--- config.mk ---
export PLATFORM = sky130hd
export DESIGN_NAME = mdio_master
export DESIGN_NICKNAME = d
export VERILOG_FILES = /design/src/rtl/mdio_pkg.sv /design/src/rtl/mdio_bit_timer.sv /design/src/rtl/mdio_master.sv
export SDC_FILE = /design/constraint.sdc
export NUM_CORES = 1
export LEC_CHECK = 0
export CORE_MARGIN = 1
export CORE_UTILIZATION = 40
export DETAILED_ROUTE_END_ITERATION = 16
export PLACE_DENSITY = 0.7
export SLEW_MARGIN = 20
export SYNTH_ARGS = -nofsm -noshare
export SYNTH_HDL_FRONTEND = slang
export SYNTH_HIERARCHICAL = 1
export SYNTH_SLANG_ARGS = --single-unit
--- constraint.sdc ---
create_clock -name clk_i -period 2.7 [get_ports clk_i]
set_clock_uncertainty 0.05 [all_clocks]
set_input_delay 0.405 -clock clk_i [delete_from_list [all_inputs] [get_ports clk_i]]
set_output_delay 0.405 -clock clk_i [all_outputs]
set_load 0.02 [all_outputs]
--- src/rtl/mdio_pkg.sv ---
// Shared frame constants, FSM state type and per-field length helpers for the MDIO master.
package mdio_pkg;

    localparam logic [1:0] OpRd      = 2'b10;
    localparam logic [1:0] OpWr      = 2'b01;
    localparam logic [1:0] StartBits = 2'b01;
    localparam logic [1:0] TaWr      = 2'b10;

    localparam int unsigned AddrLen = 5;
    localparam int unsigned DataLen = 16;

    typedef enum logic [2:0] {
        StIdle,
        StPre,
        StStart,
        StOp,
        StPhy,
        StReg,
        StTa,
        StData
    } mdio_state_e;

    // Bit-count terminal (length - 1) of each fixed-length field.
    function automatic logic [4:0] field_last(mdio_state_e s);
        case (s)
            StPhy, StReg: return 5'(AddrLen - 1);
            StData:       return 5'(DataLen - 1);
            default:      return 5'd1;
        endcase
    endfunction

    function automatic mdio_state_e next_field(mdio_state_e s);
        case (s)
            StPre:   return StStart;
            StStart: return StOp;
            StOp:    return StPhy;
            StPhy:   return StReg;
            StReg:   return StTa;
            StTa:    return StData;
            default: return StIdle;
        endcase
    endfunction

endpackage

--- src/rtl/mdio_bit_timer.sv ---
// MDC generator: half-period counter producing mdc plus rise and bit-boundary strobes.
module mdio_bit_timer #(
    parameter int unsigned DivHalf = 20
) (
    input  logic clk_i,
    input  logic rst_ni,
    input  logic run_i,
    output logic mdc_o,
    output logic rise_o,
    output logic bound_o
);

    localparam int unsigned CntW = $clog2(DivHalf);
    localparam logic [CntW-1:0] CntLast = CntW'(DivHalf - 1);

    logic [CntW-1:0] cnt_q;
    logic            phase_q;
    logic            wrap;

    assign wrap = run_i && (cnt_q == CntLast);

    always_ff @(posedge clk_i or negedge rst_ni) begin
        if (!rst_ni) begin
            cnt_q   <= '0;
            phase_q <= 1'b0;
        end else if (!run_i) begin
            cnt_q   <= '0;
            phase_q <= 1'b0;
        end else if (cnt_q == CntLast) begin
            cnt_q   <= '0;
            phase_q <= ~phase_q;
        end else begin
            cnt_q <= cnt_q + CntW'(1);
        end
    end

    // rise: the next edge takes mdc high; bound: the next edge starts a new bit.
    assign mdc_o   = phase_q;
    assign rise_o  = wrap && !phase_q;
    assign bound_o = wrap && phase_q;

endmodule

--- src/rtl/mdio_master.sv ---
// Clause-22 MDIO master: serialises one read or write frame per accepted request onto MDC/MDIO.
module mdio_master
    import mdio_pkg::*;
#(
    parameter int unsigned DivHalf     = 20,
    parameter int unsigned PreambleLen = 32
) (
    input  logic        clk_i,
    input  logic        rst_ni,
    input  logic        req_i,
    input  logic        op_rd_i,
    input  logic [4:0]  phy_addr_i,
    input  logic [4:0]  reg_addr_i,
    input  logic [15:0] wdata_i,
    output logic        busy_o,
    output logic        done_o,
    output logic [15:0] rdata_o,
    output logic        rd_err_o,
    output logic        mdc_o,
    output logic        mdio_o,
    output logic        mdio_oe_o,
    input  logic        mdio_i
);

    localparam logic [4:0] PreLast = (PreambleLen == 0) ? 5'd0 : 5'(PreambleLen - 1);
    localparam mdio_state_e FirstState = (PreambleLen == 0) ? StStart : StPre;

    mdio_state_e state_q;
    logic [4:0]  bit_cnt_q;
    logic [15:0] tx_sr_q, rx_sr_q, wdata_q, rdata_q;
    logic [4:0]  phy_q, reg_q;
    logic        op_rd_q, busy_q, done_q, rd_err_q, ta_err_q, mdio_o_q, mdio_oe_q;
    logic [1:0]  sync_q;
    logic        rise, bound;

    mdio_state_e load_state;
    logic [15:0] load_bits;
    logic        load_oe;
    logic [4:0]  load_last;

    mdio_bit_timer #(
        .DivHalf(DivHalf)
    ) u_timer (
        .clk_i  (clk_i),
        .rst_ni (rst_ni),
        .run_i  (busy_q),
        .mdc_o  (mdc_o),
        .rise_o (rise),
        .bound_o(bound)
    );

    always_ff @(posedge clk_i or negedge rst_ni) begin
        if (!rst_ni) sync_q <= 2'b11;
        else         sync_q <= {sync_q[0], mdio_i};
    end

    // Next field, left-justified; released fields shift out 1s so mdio_o rests high.
    always_comb begin
        load_state = (state_q == StIdle) ? FirstState : next_field(state_q);
        load_bits  = '1;
        load_oe    = 1'b1;
        load_last  = field_last(load_state);
        case (load_state)
            StPre:   load_last = PreLast;
            StStart: load_bits = {StartBits, 14'd0};
            StOp:    load_bits = {(op_rd_q ? OpRd : OpWr), 14'd0};
            StPhy:   load_bits = {phy_q, 11'd0};
            StReg:   load_bits = {reg_q, 11'd0};
            StTa: begin
                if (op_rd_q) load_oe = 1'b0;
                else         load_bits = {TaWr, 14'd0};
            end
            StData: begin
                if (op_rd_q) load_oe = 1'b0;
                else         load_bits = wdata_q;
            end
            default: ;
        endcase
    end

    always_ff @(posedge clk_i or negedge rst_ni) begin
        if (!rst_ni) begin
            state_q   <= StIdle;
            bit_cnt_q <= '0;
            tx_sr_q   <= '1;
            rx_sr_q   <= '0;
            op_rd_q   <= 1'b0;
            phy_q     <= '0;
            reg_q     <= '0;
            wdata_q   <= '0;
            busy_q    <= 1'b0;
            done_q    <= 1'b0;
            rdata_q   <= '0;
            rd_err_q  <= 1'b0;
            ta_err_q  <= 1'b0;
            mdio_o_q  <= 1'b1;
            mdio_oe_q <= 1'b0;
        end else begin
            done_q <= 1'b0;
            if (state_q == StIdle) begin
                if (req_i) begin
                    op_rd_q   <= op_rd_i;
                    phy_q     <= phy_addr_i;
                    reg_q     <= reg_addr_i;
                    wdata_q   <= wdata_i;
                    busy_q    <= 1'b1;
                    ta_err_q  <= 1'b0;
                    state_q   <= load_state;
                    bit_cnt_q <= load_last;
                    mdio_o_q  <= load_bits[15];
                    mdio_oe_q <= load_oe;
                    tx_sr_q   <= {load_bits[14:0], 1'b1};
                end
            end else begin
                if (rise && op_rd_q) begin
                    if (state_q == StTa && bit_cnt_q == 5'd0) ta_err_q <= sync_q[1];
                    if (state_q == StData) rx_sr_q <= {rx_sr_q[14:0], sync_q[1]};
                end
                if (bound) begin
                    if (bit_cnt_q != 5'd0) begin
                        bit_cnt_q <= bit_cnt_q - 5'd1;
                        mdio_o_q  <= tx_sr_q[15];
                        tx_sr_q   <= {tx_sr_q[14:0], 1'b1};
                    end else if (state_q == StData) begin
                        state_q   <= StIdle;
                        busy_q    <= 1'b0;
                        done_q    <= 1'b1;
                        mdio_o_q  <= 1'b1;
                        mdio_oe_q <= 1'b0;
                        rdata_q   <= op_rd_q ? rx_sr_q : rdata_q;
                        rd_err_q  <= op_rd_q & ta_err_q;
                    end else begin
                        state_q   <= load_state;
                        bit_cnt_q <= load_last;
                        mdio_o_q  <= load_bits[15];
                        mdio_oe_q <= load_oe;
                        tx_sr_q   <= {load_bits[14:0], 1'b1};
                    end
                end
            end
        end
    end

    assign busy_o    = busy_q;
    assign done_o    = done_q;
    assign rdata_o   = rdata_q;
    assign rd_err_o  = rd_err_q;
    assign mdio_o    = mdio_o_q;
    assign mdio_oe_o = mdio_oe_q;

endmodule

* Yosys cells after proc, flatten, opt, wreduce, memory -nomap -nowiden
Cells that the tools add are included. Widths: inputs -> output; s select.
Cells by class: reductions and logical operators 24, add/sub/neg operators 2, eq/ne operators 19, multiplexer cells 52, bitwise operators 4
Operator list (count):
- $mux 16 | 6
- $pmux 16 s6 | 1
- $mux 5 | 8
- $mux 1 | 27
- $eq 3x3->1 const B | 8
- $mux 3 | 6
- $pmux 3 s6 | 1
- $mux 15 | 1
- $eq 3x2->1 const B | 4
- $reduce_and 3->1 | 4
- $pmux 4 s2 | 1
- $reduce_and 4->1 | 2
- $reduce_bool 2->1 | 4
- $eq 3x1->1 const B | 2
- $add 5x1->5 const B | 1
- $eq 5x5->1 const B | 1
- $logic_and 1x1->1 | 5
- $logic_not 5->1 | 1
- $reduce_and 5->1 | 1
- $reduce_bool 5->1 | 1
- $sub 5x1->5 const B | 1
- $ne 2x2->1 const B | 2
- $reduce_and 2->1 | 2
- $reduce_or 2->1 | 2
- other kinds (7) | 9
Word-level totals: word-level logic and storage cells 119, flip-flop bits (word level) 97

* Longest topological paths before layout
Gate-level depths: netlist of the first run.
depth in word-level cells 11, mapped depth 8, gate-level depth less buffers 7

* Hierarchy
The synthesis of the first run kept the hierarchy.
By module, submodules not included:
- mdio_master | area an instance 3978.8 sq um, times used 1, seq. area each 2274.7 sq um, cells each 312
- mdio_bit_timer | area an instance 306.5 sq um, times used 1, seq. area each 150.1 sq um, cells each 28

* Worst setup path after synthesis of the first run
No wires, ideal clock.
kind register -> register, start reg u_timer.cnt_q[0], end reg bit_cnt_q[1], required time 2.512 ns, library setup time 0.138 ns, clock period less this slack 2.053 ns, data arrival time 1.865 ns, path slack 0.647 ns, stages on the path, launching flop included 8, buffers on the path 1, cell sequence dfrtp_1 -> ha_1 -> and4bb_2 -> and3_2 -> o31a_1 -> o2bb2ai_2 -> clkbuf_1 -> a21oi_1
Between the ends: longest elaborated chain between the ends 5
RTL lines:
- start, declared | line mdio_bit_timer.sv:16 | logic [CntW-1:0] cnt_q;
- start signal, assigned | line mdio_bit_timer.sv:33 | cnt_q <= cnt_q + CntW'(1);
- $eq 5x5->1 | line mdio_bit_timer.sv:20 | assign wrap = run_i && (cnt_q == CntLast);
- $logic_and 1x1->1 | line mdio_bit_timer.sv:20
- $logic_and 1x1->1 | line mdio_bit_timer.sv:40 | assign bound_o = wrap && phase_q;
- net bound | line mdio_master.sv:34 | logic rise, bound;
- $reduce_bool 2->1 (no line)
- $reduce_and 3->1 (no line)
- end signal, assigned | line mdio_master.sv:109 | bit_cnt_q <= load_last;
- end signal, assigned | line mdio_master.sv:121 | bit_cnt_q <= bit_cnt_q - 5'd1;
- end signal, assigned | line mdio_master.sv:134 | bit_cnt_q <= load_last;
- end, declared | line mdio_master.sv:29 | logic [4:0] bit_cnt_q;
The timed path passes the listed nets, and every way through them passes these cells. A chain may end at the register's enable or synchronous reset.

* Worst setup path in the final report of the first run
start reg bit_cnt_q[0], end reg tx_sr_q[13]
Between the ends: longest elaborated chain between the ends 4, elaborated cells between the ends (all ways) 6, those cells by class 1 x eq/ne; 3 x mux; 2 x reduce/logical
RTL lines:
- $reduce_bool 5->1 (*) | line mdio_master.sv:120 | if (bit_cnt_q != 5'd0) begin
- $mux 16 | line mdio_master.sv:120
- $mux 16 | line mdio_master.sv:119 | if (bound) begin
- $mux 16 | line mdio_master.sv:100 | if (state_q == StIdle) begin
- end signal, assigned | line mdio_master.sv:112 | tx_sr_q <= {load_bits[14:0], 1'b1};
- end signal, assigned | line mdio_master.sv:123 | tx_sr_q <= {tx_sr_q[14:0], 1'b1};
- end signal, assigned | line mdio_master.sv:137 | tx_sr_q <= {load_bits[14:0], 1'b1};
- end, declared | line mdio_master.sv:30 | logic [15:0] tx_sr_q, rx_sr_q, wdata_q, rdata_q;
Every way passes the cells marked *; elsewhere a longest branch is shown, timed or not. The select of a mux whose other input is x is not followed.

==> reports/results.ini, run 1 <==
[run_status]
outcome=finished, final reports clean

[die]
die_y_microns=106
initial_core_util_pct=41.3
core_sq_mm=0.0104
fp.dieW_microns=106
fp-row-count=37
io_pins=53
design.die.area_sq_mm=0.0111

[finish]
area_growth_pct=20.1
multiInputGateArea_sq_mm=0.00173
nets=424
num-fill-cells=947
drive_gt1_share_pct=28.3
diodes=0
seq_area_sq_mm=0.00242

[cts]
cts_setup_buffers=0
postCtsHoldBufs=0
path_clk_slew_ns=0.09
cts_made_buffers=9
worst_skew_pair.late_latency_ns=0.36
clock_sinks=96
clockBufferDepth=2
cts_tree=yes
htreeDepth=3
cts_resized=0
cts_root_buf=clkbuf_8

[placed_design]
dp_hpwl_microns=5210
gp_congestion=0.768
port_buffers=52

[critical_path]
cp-end-kind=flop
cp_cell_sequence=inv_1 > ha_1 > or4b_1 > a211o_4 > a221oi_1 > o31ai_1
critPathLaunch=bit_cnt_q[0]$_DFFE_PN0P_
r2r_start=bit_cnt_q[0]$_DFFE_PN0P_
required_ns=2.93
path_class=flop to flop
slowest_stage=or4b_1
critPathMaxStageDelay_ns=0.57
start_kind=flop
arrival_ns=2.49
crit_fanout=15

[routing]
wl_microns=7700
firstDrtPassIters=4
wl_per_cell_microns=14.5
via_per_inst=5.20
drt-initial-drc-count=144
ant_nets=0
drc=0
num_vias=2764

[global_routing]
grt_max_degree=50
grt_pass1_vias=2816
gr-total-overflow=0
antenna_found_initial=0
track_usage_pct=15.3
grt_pass1_wl_microns=13400

[synth]
synth_cell_type_count=60
netlist_area_sq_mm=0.00429
synth_edf_count=0
synthCells=340
synth-seq-cells=96
synth_async_sr_flop_share_pct=100
yosysSeqAreaShare_pct=56.6
avgSynthCellArea_sq_um=12.6
yosysWarnings=6
syn_nets=373
ys.flop_type=dfrtp_1

[power_and_ir_drop]
p_total_uw=4360
power-per-cell-area_mw_per_mm2=847
p_leak_uw=0.00223
irDropWorstVdd_v=0.000484

[sta]
drv_slew=0
slew_headroom_pct=55.3
whs_ns=0.0119
min_period_over_period_pct=83.8
tightest_slew_ns=0.670
fmax_mhz=442
setup-tns-final_ns=0
rsz0062_at_grt=false
fin_crit_ns=2.26
setup_viol=0
hold_viol=0

[min_path]
min_path_type=input port to asynchronous set/reset pin

[run]
cap_viol_max_count=0

## critical path, delay by kind of cell (launching register included)
family          cells  cell delay [ns]
compound gates      3             0.79
simple gates        1             0.57
flops               1             0.43
fa+ha+maj           1             0.23
buf+inv             1             0.10
## per-stage QoR
step                setup slack [ns]  util [%]  cell area (sq um)  instances
global route                   0.319      49.6               5150        532
floorplan                      0.647         -               4290        340
global placement               0.501      47.7               4940        516
finish                         0.437      49.6               5150        532
detailed placement             0.470      47.7               4940        516
CTS                            0.466      49.6               5150        532
## sequential cells by signal, summed over array words and instances, names as in the netlist
name           flops
bit_cnt_q          5
rd_err_o           1
busy_o             1
op_rd_q            1
sync_q             2
u_timer/mdc_o      1
mdio_oe_o          1
reg_q              5
wdata_q           16
ta_err_q           1
rx_sr_q           16
phy_q              5
u_timer/cnt_q      5
rdata_o           16
state_q            3
done_o             1
tx_sr_q           15
mdio_o             1
## Yosys cell counts (2+ instances only)
cell	number	area [sq um]
buf_2	11	55.1
nor2_1	25	93.8
nand2b_1	3	18.8
ha_1	2	25.0
clkbuf_1	6	22.5
a211oi_1	2	15.0
nor3b_1	2	15.0
mux2_2	45	507
xnor2_1	5	43.8
dfrtp_1	78	1950
and2_1	3	18.8
nand3_1	7	35.0
inv_1	4	15.0
nor3_1	3	15.0
o31ai_1	15	113
or2b_1	2	15.0
a21oi_1	8	40.0
nand4_1	2	12.5
o21ai_1	2	10.0
a21oi_2	10	87.6
dfstp_2	18	473
buf_4	3	22.5
a221oi_1	3	26.3
mux2_1	16	180
nand2_1	23	86.3
and3_1	2	12.5
a21o_1	2	15.0
a22o_1	3	26.3
nand3b_1	2	15.0
nor2b_1	3	18.8
## logic make-up (layout without fill, tap and decap cells)
logic type	count (synthesis)	after routing	share of synthesized area, %
xor+xnor	6	6	1.23
compound gates	59	59	11.0
mux	62	62	16.3
simple gates	88	88	11.1
flops	96	96	56.6
fa+ha+maj	3	3	0.817
buf+inv	26	82	3.04
## metal layers
layer,vias up,wire [microns],GRT usage [%]
met1,1385,3680,21.0
met4,0,128,7.34
met2,53,3590,23.2
li1,1317,-,-
met5,-,0,0
met3,9,294,3.22
## area by class of cell
cell class,instances,share of cell area (%)
sequential,96,47.1
multi-input combinational,218,33.6
timing repair buffer,61,11.6
tap,136,3.31
clock buffer,10,2.67
clock inverter,6,1.31
inverter,5,0.365
## placed cells by master (no fill, tap or decap), types with 2 or more instances in the layout
cell type / netlist / final
a211oi_1: 2 / 2
a21o_1: 2 / 2
a21oi_1: 8 / 8
a21oi_2: 10 / 10
a221oi_1: 3 / 3
a22o_1: 3 / 3
and2_1: 3 / 3
and3_1: 2 / 2
buf_4: 3 / 9
clkbuf_8: 0 / 10
clkdlybuf4s50_1: 0 / 51
clkinvlp_4: 0 / 2
dfrtp_1: 78 / 78
dfstp_2: 18 / 18
ha_1: 2 / 2
inv_1: 4 / 4
mux2_1: 16 / 16
mux2_2: 45 / 45
nand2_1: 23 / 23
nand2b_1: 3 / 3
nand3_1: 7 / 7
nand3b_1: 2 / 2
nand4_1: 2 / 2
nor2_1: 25 / 25
nor2b_1: 3 / 3
nor3_1: 3 / 3
nor3b_1: 2 / 2
o21ai_1: 2 / 2
o31ai_1: 15 / 15
or2b_1: 2 / 2
xnor2_1: 5 / 5
## worst paths after layout
check | end | slack, ns | cells after the start
max reg2reg | tx_sr_q[13]$_DFFE_PN1P_ | 0.44 | 6
min reg2reg | sync_q[1]$_DFF_PN1_ | 0.31 | 0
min in group clk_i | sync_q[1]$_DFF_PN1_ | 0.31 | 0
max in group asynchronous | tx_sr_q[15]$_DFFE_PN1P_ | 1.83 | 2
min | rdata_o[10]$_DFFE_PN0P_ | 0.01 | 1
max | tx_sr_q[13]$_DFFE_PN1P_ | 0.44 | 6
## report_power, final
| group | leakage (uW) | switching, uW | internal [uW] |
|---|---|---|---|
| Clock | 0.0000989 | 503 | 457 |
| Sequential | 0.00117 | 310 | 1940 |
| Combinational | 0.000967 | 544 | 611 |
| Total | 0.00223 | 1360 | 3000 |
Note: power is estimated with default switching activity, not from simulation.
==> inputs of run 2 (changes only) <==
clock period = 2.29 ns   (was 2.7 ns; I/O delays follow)
==> run 2 against run 1 <==
- clock-buffer cell count unchanged
- largest cell class unchanged
- sequential power increased by 16%
- die area unchanged
- critical endpoint unchanged
- non-clock buffer count increased by 8
- highest routed layer unchanged
- final area increased by 1.9%
- setup slack got worse by 0.35 ns
- global-route usage about the same
==> reports/results.ini, run 2 (synthesis gave the netlist of run 1 again) <==
[min_path]
hold_end=sync_q[1]$_DFF_PN1_
holdCritStartpoint=sync_q[0]$_DFF_PN1_
hold_depth=0
min_path_type=flop to flop

[finish]
diodes=0  ; unchanged
drive_gt1_share_pct=29.5  ; +1.2 points
layout_common_cells=dfrtp_1, clkdlybuf4s50_1, mux2_2, nor2_1, nand2_1
final_common_cell=dfrtp_1
fin_cells=540  ; +1.5%
final_area_sq_mm=0.00525  ; +1.9%
nets=432  ; +1.9%
area_growth_pct=22.4

[run_status]
outcome=finished, final reports clean

[sta]
slew_headroom_pct=56.0  ; +0.74 points
min_period_over_period_pct=96.3  ; +12 points
fmax_mhz=454  ; +2.6%
fin_ws_ns=0.0857  ; -0.352 ns
whs_ns=0.310  ; +0.298 ns
hold_viol=0  ; unchanged
rsz0062_at_grt=false
drv_slew=0  ; unchanged
tightest_slew_ns=0.659  ; -0.0111 ns
fin_crit_ns=2.20  ; -0.0584 ns
setup-tns-final_ns=0  ; unchanged
setup_viol=0  ; unchanged

[power_and_ir_drop]
power-per-cell-area_mw_per_mm2=987  ; +16%
swShare_pct=31.4  ; +0.30 points
clockPowerShare_pct=21.6  ; -0.4 points
power.internal_uw=3550  ; +18%
irDropWorstVdd_v=0.000476  ; -1.5%
combinationalPowerShare_pct=27.9  ; +1.4 points
p_leak_uw=0.00228  ; +2.0%
seqPwrFrac_pct=50.5  ; -1.0 points
switching_power_uw=1630  ; +20%

[routing]
drt-initial-drc-count=148  ; +2.8%
via_per_inst=5.11  ; -1.7%
firstDrtPassIters=4  ; unchanged
num_vias=2757  ; -0.25%
wl_per_cell_microns=14.6  ; +0.60%
wl_microns=7860  ; +2.1%
drc=0  ; unchanged
ant_nets=0  ; unchanged

[cts]
path_clk_slew_ns=0.09  ; about the same
htreeDepth=3  ; unchanged
cts_root_buf=clkbuf_8
clockBufferDepth=2  ; unchanged
cts_tree=yes
clock_sinks=96  ; unchanged
cts_made_buffers=9  ; unchanged
worst_skew_pair.late_latency_ns=0.36  ; about the same

[critical_path]
r2r_start=bit_cnt_q[0]$_DFFE_PN0P_
r2r_end=tx_sr_q[13]$_DFFE_PN1P_
required_ns=2.52  ; -0.41 ns
critPathLaunch=bit_cnt_q[0]$_DFFE_PN0P_
start_kind=flop
r2r_cells=6  ; unchanged
r2r_slack_ns=0.09  ; -0.35 ns
arrival_ns=2.44  ; -0.05 ns
crit_fanout=6  ; -9
cp-end-kind=flop
path_class=flop to flop

[placed_design]
dp_slack_ns=0.0637  ; -0.406 ns
place_inst=521  ; +0.97%
dp_hpwl_microns=5420  ; +4.1%
gp_congestion=0.771  ; +0.39%
port_buffers=52  ; unchanged
placed_area_sq_mm=0.00500  ; +1.3%

[die]
fp-row-count=37  ; unchanged
die_y_microns=106  ; unchanged
initial_core_util_pct=41.3  ; unchanged
io_pins=53  ; unchanged
design.die.area_sq_mm=0.0111  ; unchanged
core_sq_mm=0.0104  ; unchanged
fp.dieW_microns=106  ; unchanged

[global_routing]
grt_pass1_vias=2767  ; -1.7%
antenna_found_initial=0  ; unchanged
grt_pass1_wl_microns=13400  ; +0.52%
grt_max_degree=51  ; +2.0%
gr-total-overflow=0  ; unchanged
track_usage_pct=15.3  ; -0.028 points

[run]
cap_viol_max_count=0  ; unchanged

## run 2: layout make-up
type | instances | area, sq um
Fill cell | 940 | 5120
Sequential cell | 96 | 2420
Multi-Input combinational cell | 218 | 1740
Timing Repair Buffer | 69 | 698
Tap cell | 136 | 170
Clock buffer | 10 | 128
Clock inverter | 6 | 67.6
Inverter | 5 | 18.8
## run 2: metal layers
metal | wire length (microns) | vias to the layer above | GRT usage, %
li1 | - | 1326 | -
met1 | 3870 | 1370 | 21.3
met2 | 3620 | 49 | 23.6
met3 | 265 | 12 | 3.53
met4 | 104 | 0 | 4.96
met5 | 0 | - | 0
## run 2: power groups by stage
stage,clock network (uW),registers (uW),logic [uW]
2_1_floorplan,0,2550,1110
3_3_place_gp,0,2620,1390
3_5_place_dp,0,2650,1440
4_1_cts,1150,2620,1450
5_1_grt,1230,2680,1610
6_report,1120,2610,1440
## run 2: how the worst max path moves through the flow
| stage | cells past startpoint | to |
|---|---|---|
| final | 6 | tx_sr_q[13]$_DFFE_PN1P_ |
| after global routing | 6 | tx_sr_q[12]$_DFFE_PN1P_ |
| after CTS | 6 | tx_sr_q[12]$_DFFE_PN1P_ |
| after detailed placement | 6 | tx_sr_q[12]$_DFFE_PN1P_ |
| after global placement | 6 | tx_sr_q[13]$_DFFE_PN1P_ |
| after floorplan | 7 | bit_cnt_q[1]$_DFFE_PN0P_ |
## run 2: critical path, cell delays in order, from the launching register on
cell and delay, ns:
dfrtp_1 0.44, inv_1 0.11, ha_2 0.23, or4b_1 0.49, a211o_4 0.38, a221oi_1 0.30, o31ai_1 0.12
## run 2: stage by stage
| stage | utilization (%) | power, uW |
|---|---|---|
| final | 50.6 | 5180 |
| after global routing | 50.6 | 5530 |
| after CTS | 50.2 | 5220 |
| after detailed placement | 48.3 | 4090 |
| after global placement | 48.3 | 4020 |
| after floorplan | - | 3660 |
## run 2: timing repair
action                                 in CTS  in global routing
endpoints found under the hold margin      37                  0
resized for setup                           0                  2
setup endpoints to repair                   0                 17
hold buffers                                1                  0
buffers inserted                            0                  2
